File: src/rtl/lupanov_lut_eval.sv
// Streaming truth-table evaluator: K-bit row select, one-hot column mask, 2-stage pipe.
// Optional config parity check (adds cfg_par): define LUPANOV_CFG_PARITY_EN.
module lupanov_lut_eval #(
  parameter int N_IN   = 3,
  parameter int K      = 1,
  parameter int LOAD_W = 4
) (
  input  logic              clk,
  input  logic              rst_n,
  input  logic              cfg_valid,
  output logic              cfg_ready,
  input  logic [LOAD_W-1:0] cfg_data,
`ifdef LUPANOV_CFG_PARITY_EN
  input  logic              cfg_par,
`endif
  input  logic              in_valid,
  output logic              in_ready,
  input  logic [N_IN-1:0]   in_data,
  output logic              out_valid,
  input  logic              out_ready,
  output logic              out_data,
  output logic              configured,
  output logic              err
);

  localparam int TT    = 1 << N_IN;
  localparam int RW    = 1 << (N_IN - K);
  localparam int BEATS = TT / LOAD_W;
  localparam int CW    = (BEATS > 1) ? $clog2(BEATS) : 1;

  if (N_IN < 2 || N_IN > 10 || K < 1 || K >= N_IN ||
      LOAD_W < 1 || (TT % LOAD_W) != 0) begin : g_bad_param
    $error("lupanov_lut_eval: illegal parameters");
  end

  typedef enum logic [1:0] {IDLE, LOAD, RUN} state_t;

  state_t        state_q;
  logic [TT-1:0] tt_q;
  logic [CW-1:0] cnt_q;
  logic [CW-1:0] widx;
  logic          err_q;
  logic          s1_vq;
  logic          s2_vq;
  logic          out_q;
  logic [RW-1:0] row_q;
  logic [RW-1:0] col_q;
  logic [RW-1:0] row_d;
  logic [RW-1:0] col_d;
  logic [K-1:0]  hi;
  logic [N_IN-K-1:0] lo;
  logic          adv;
  logic          empty;
  logic          cfg_fire;
  logic          in_fire;
  logic          par_bad;
  logic          last;

  assign adv   = !s2_vq || out_ready;
  assign empty = !s1_vq && !s2_vq;

  always_comb begin
    cfg_ready = 1'b0;
    if (rst_n) begin
      unique case (state_q)
        IDLE, LOAD: cfg_ready = 1'b1;
        RUN:        cfg_ready = empty;
        default:    cfg_ready = 1'b0;
      endcase
    end
  end

  // A config beat always wins over a data beat in the same cycle
  assign in_ready = rst_n && (state_q == RUN) && adv &&
                    !(cfg_valid && cfg_ready);

  assign cfg_fire = cfg_valid && cfg_ready;
  assign in_fire  = in_valid && in_ready;
  assign widx     = (state_q == LOAD) ? cnt_q : '0;
  assign last     = (widx == CW'(BEATS - 1));

`ifdef LUPANOV_CFG_PARITY_EN
  assign par_bad = (^cfg_data) != cfg_par;
`else
  assign par_bad = 1'b0;
`endif

  always_ff @(posedge clk or negedge rst_n) begin
    if (!rst_n) begin
      state_q <= IDLE;
      tt_q    <= '0;
      cnt_q   <= '0;
      err_q   <= 1'b0;
    end else if (cfg_fire) begin
      if (par_bad) begin
        state_q <= IDLE;
        tt_q    <= '0;
        cnt_q   <= '0;
        err_q   <= 1'b1;
      end else begin
        tt_q[widx*LOAD_W +: LOAD_W] <= cfg_data;
        state_q <= last ? RUN : LOAD;
        cnt_q   <= last ? '0 : widx + 1'b1;
      end
    end
  end

  assign hi    = in_data[N_IN-1 -: K];
  assign lo    = in_data[N_IN-K-1:0];
  assign row_d = tt_q[hi*RW +: RW];
  assign col_d = {{(RW-1){1'b0}}, 1'b1} << lo;

  always_ff @(posedge clk or negedge rst_n) begin
    if (!rst_n) begin
      s1_vq <= 1'b0;
      s2_vq <= 1'b0;
      row_q <= '0;
      col_q <= '0;
      out_q <= 1'b0;
    end else if (adv) begin
      s1_vq <= in_fire;
      s2_vq <= s1_vq;
      if (in_fire) begin
        row_q <= row_d;
        col_q <= col_d;
      end
      if (s1_vq) begin
        out_q <= |(row_q & col_q);
      end
    end
  end

  assign out_valid  = s2_vq;
  assign out_data   = out_q;
  assign configured = (state_q == RUN);
  assign err        = err_q;

endmodule

File: config.mk
export PLATFORM = sky130hd
export DESIGN_NAME = lupanov_lut_eval
export DESIGN_NICKNAME = d
export VERILOG_FILES = /design/src/rtl/lupanov_lut_eval.sv
export SDC_FILE = /design/constraint.sdc
export NUM_CORES = 1
export LEC_CHECK = 0
export CORE_AREA = 5 5 49 51
export CTS_BUF_LIST = sky130_fd_sc_hd__clkbuf_8
export DETAILED_ROUTE_END_ITERATION = 8
export DIE_AREA = 0 0 54 56
export PLACE_DENSITY = 0.82
export SLEW_MARGIN = 25
export SYNTH_ARGS = -nofsm -noshare
export SYNTH_HDL_FRONTEND = slang
export SYNTH_SLANG_ARGS = --single-unit
File: constraint.sdc
create_clock -name clk -period 1.9 [get_ports clk]
set_input_delay 0.285 -clock clk [delete_from_list [all_inputs] [get_ports clk]]
set_output_delay 0.285 -clock clk [all_outputs]
set_load 0.02 [all_outputs]
==> impl_metrics.csv <==
group,metric,value,unit
logic_synthesis,ys_ff_latch,21,
floorplan,core_area,1900,um^2
logic_synthesis,syn-num-nets,84,
routing,drc,0,
clock_network,h-tree-depth,1,
grt,antenna_found_initial,0,
power_and_ir_drop,p_sw_frac,0.272,
placement,gp_congestion,0.717,
clock_network,cts_buffers,3,
worst_setup_path,r2r_start,"out_valid",
timing,fmax,547,MHz
worst_setup_path,reg2regPathDepth,4,
grt,grt_usage,0.130,
run,drv_cap,0,
logic_synthesis,yosys_warnings,0,
power_and_ir_drop,p_comb_frac,0.314,
logic_synthesis,yosys-top-cells-area,"dfrtp_1 54%, mux2_2 17%, mux2_4 6.2%",
power_and_ir_drop,leakagePower,0.000602,uW
worst_setup_path,arrival,1.54,ns
timing,rsz0062_at_grt,"false",
worst_setup_path,worstPathCellList,"clkdlybuf4s50_1 -> or3b_2 -> and3_1 -> buf_2",
timing,period_needed,1.83,ns
power_and_ir_drop,irDropWorstVdd,0.748,mV
grt,grt_max_degree,18,
cells_and_area,synthToLayoutAreaGrowth,29.1,%
logic_synthesis,ys_seq_area_frac,0.544,
grt,grt_pass1_vias,687,
routing,drt-pass1-iter-count,3,
clock_network,cts_buffer_depth,2,
logic_synthesis,synth_edf_count,0,
clock_network,cts.repair.resized,5,
timing,worst_clock_skew,0.00261,ns
logic_synthesis,yosys.area.top_type_share,0.544,
worst_setup_path,critical_path.slowest_cell,"clkdlybuf4s50_1",
floorplan,row_count,16,
floorplan,die-area,3020,um^2
worst_setup_path,critPathKind,"in2out",
clock_network,hold_buffers,0,
clock_network,cts_tree,"built",
timing,hold_viol_final,0,
placement,port_buffers,16,
clock_network,path_clk_slew,0.07,ns
logic_synthesis,async_flop_share,1.00,
routing,drt-total-wl,1710,um
timing,setup_viol,0,
worst_setup_path,slowest_delay,0.48,ns
grt,grt_pass1_wl,2980,um
floorplan,die_h,56,um
power_and_ir_drop,p_switching,399,uW
routing,vias_per_cell,4.94,
clock_network,clock_sinks,21,
worst_setup_path,critical_path.startpoint,"cfg_valid",
power_and_ir_drop,clockPowerShare,0.188,
worst_setup_path,cp_max_fo,2,
power_and_ir_drop,pwr-share-seq,0.498,
status,status,"complete, no violations",
cells_and_area,fin_nets,112,
placement,place_hpwl,1390,um
logic_synthesis,syn_area_per_cell,13.4,um^2
worst_setup_path,cp_data_required_time,1.62,ns
logic_synthesis,yosysTopAreaCell,"dfrtp_1",
logic_synthesis,netlist_instances,72,
routing,antenna_left,0,
hold_path,min_path_type,"in2async",
power_and_ir_drop,internal_power,1070,uW
cells_and_area,antennaDiodeCount,0,
routing,post_drt_wl_per_cell,13.5,um
logic_synthesis,syn_area,966,um^2
grt,overflow,0,
timing,drv_slew,0,
routing,drtIter0Drc,5,
logic_synthesis,synth_top_flop_cell,"dfrtp_1",
power_and_ir_drop,cellPowerDensity,1180,nW/um^2
worst_setup_path,r2r_slack,0.26,ns
logic_synthesis,synth_cell_types,26,
floorplan,initial_core_util,0.508,
clock_network,cts-root-buf,"clkbuf_8",
cells_and_area,drive_above_1_share,0.343,
worst_setup_path,cp-start-kind,"input pin",
floorplan,ios,18,
timing,final.period_utilization,0.962,
timing,fin_tns_setup,0,ns
clock_network,post_cts_buffers,0,
routing,via_count,623,
floorplan,die_w,54,um
clock_network,clk_latency,0.25,ns
cells_and_area,fin_util,0.656,
worst_setup_path,critPathCaptureType,"output port",
## placed cells by master (no fill, tap or decap)
master,n
dfrtp_1,21
mux2_2,15
clkdlybuf4s50_1,14
buf_4,9
inv_1,4
mux2_4,4
o21a_1,3
nor2_1,3
nand2_1,3
clkbuf_8,3
nor2b_1,2
nor3_1,1
nand2b_1,1
or3b_2,1
and3b_1,1
and3_1,1
nand4_1,1
or3_1,1
a21boi_0,1
nand4_4,1
mux2i_1,1
o21ai_0,1
a22o_1,1
a221oi_1,1
a21oi_1,1
a31oi_1,1
conb_1,1
dlygate4sd2_1,1
buf_2,1
## worst max-delay path: cells and delay by family
family / cells / cell delay, ns
buffers and inverters: 2 / 0.63
AND/OR/NAND/NOR: 2 / 0.63
## final timing paths
path,end
worst max-delay path,in_ready
worst min-delay path,state_q[0]
worst max register to register,col_q[1]
worst min register to register,tt_q[5]
max in group asynchronous,row_q[0]
min in group clk,tt_q[5]
## registers in the layout, summed over array words and instances (netlist names)
signal and count:
tt_q 8, col_q 4, row_q 4, state_q 2
out_data 1, out_valid 1, s1_vq 1
## metal layers
metal | global-route usage | wire [um] | share of wire
met5 | 0 | 0 | 0
met3 | 0.0241 | 76 | 0.045
met2 | 0.239 | 939 | 0.55
met4 | 0.0214 | 0 | 0
met1 | 0.153 | 690 | 0.40
## cell type report
cell class	count	area (um^2)
sequential	21	526
timing repair buffer	25	221
fill	149	654
clock inverter	1	3.75
tap	27	33.8
clock buffer	3	41.3
inverter	3	11.3
multi-input combinational	46	410
## Yosys cell counts, drive strengths merged (2+ instances only)
library cell and count:
dfrtp 21, buf 2, inv 3, nor2 3
o21a 3, nand4 2, nor2b 2, nand2 3
mux2 19
## power by group through the flow
stage	logic (uW)	clock network [uW]	registers, uW
global route	508	298	756
finish	460	276	732
detailed placement	474	0	739
global placement	459	0	724
CTS	472	281	732
floorplan	314	0	723
## cell families after synthesis
logic type,count (synthesis),synth area share
DFF,21,0.544
muxes,20,0.247
and+or+nand+nor,16,0.108
AOI/OAI and AO/OA,9,0.0661
buffers and inverters,5,0.0311
other,1,0.00388
## per-stage QoR
stage / setup WS [ns] / power, uW / hold slack, ns / instance area [um^2] / instances
finish: 0.0723 / 1470 / 0.393 / 1250 / 126
global route: 0.0335 / 1560 / 0.405 / 1250 / 126
CTS: 0.0596 / 1480 / 0.394 / 1250 / 126
detailed placement: -0.309 / 1210 / 0.487 / 1210 / 122
global placement: -0.290 / 1180 / 0.483 / 1210 / 122
floorplan: 0.286 / 1040 / -0.0106 / 966 / 72
Power figures use the tool's default switching activity.
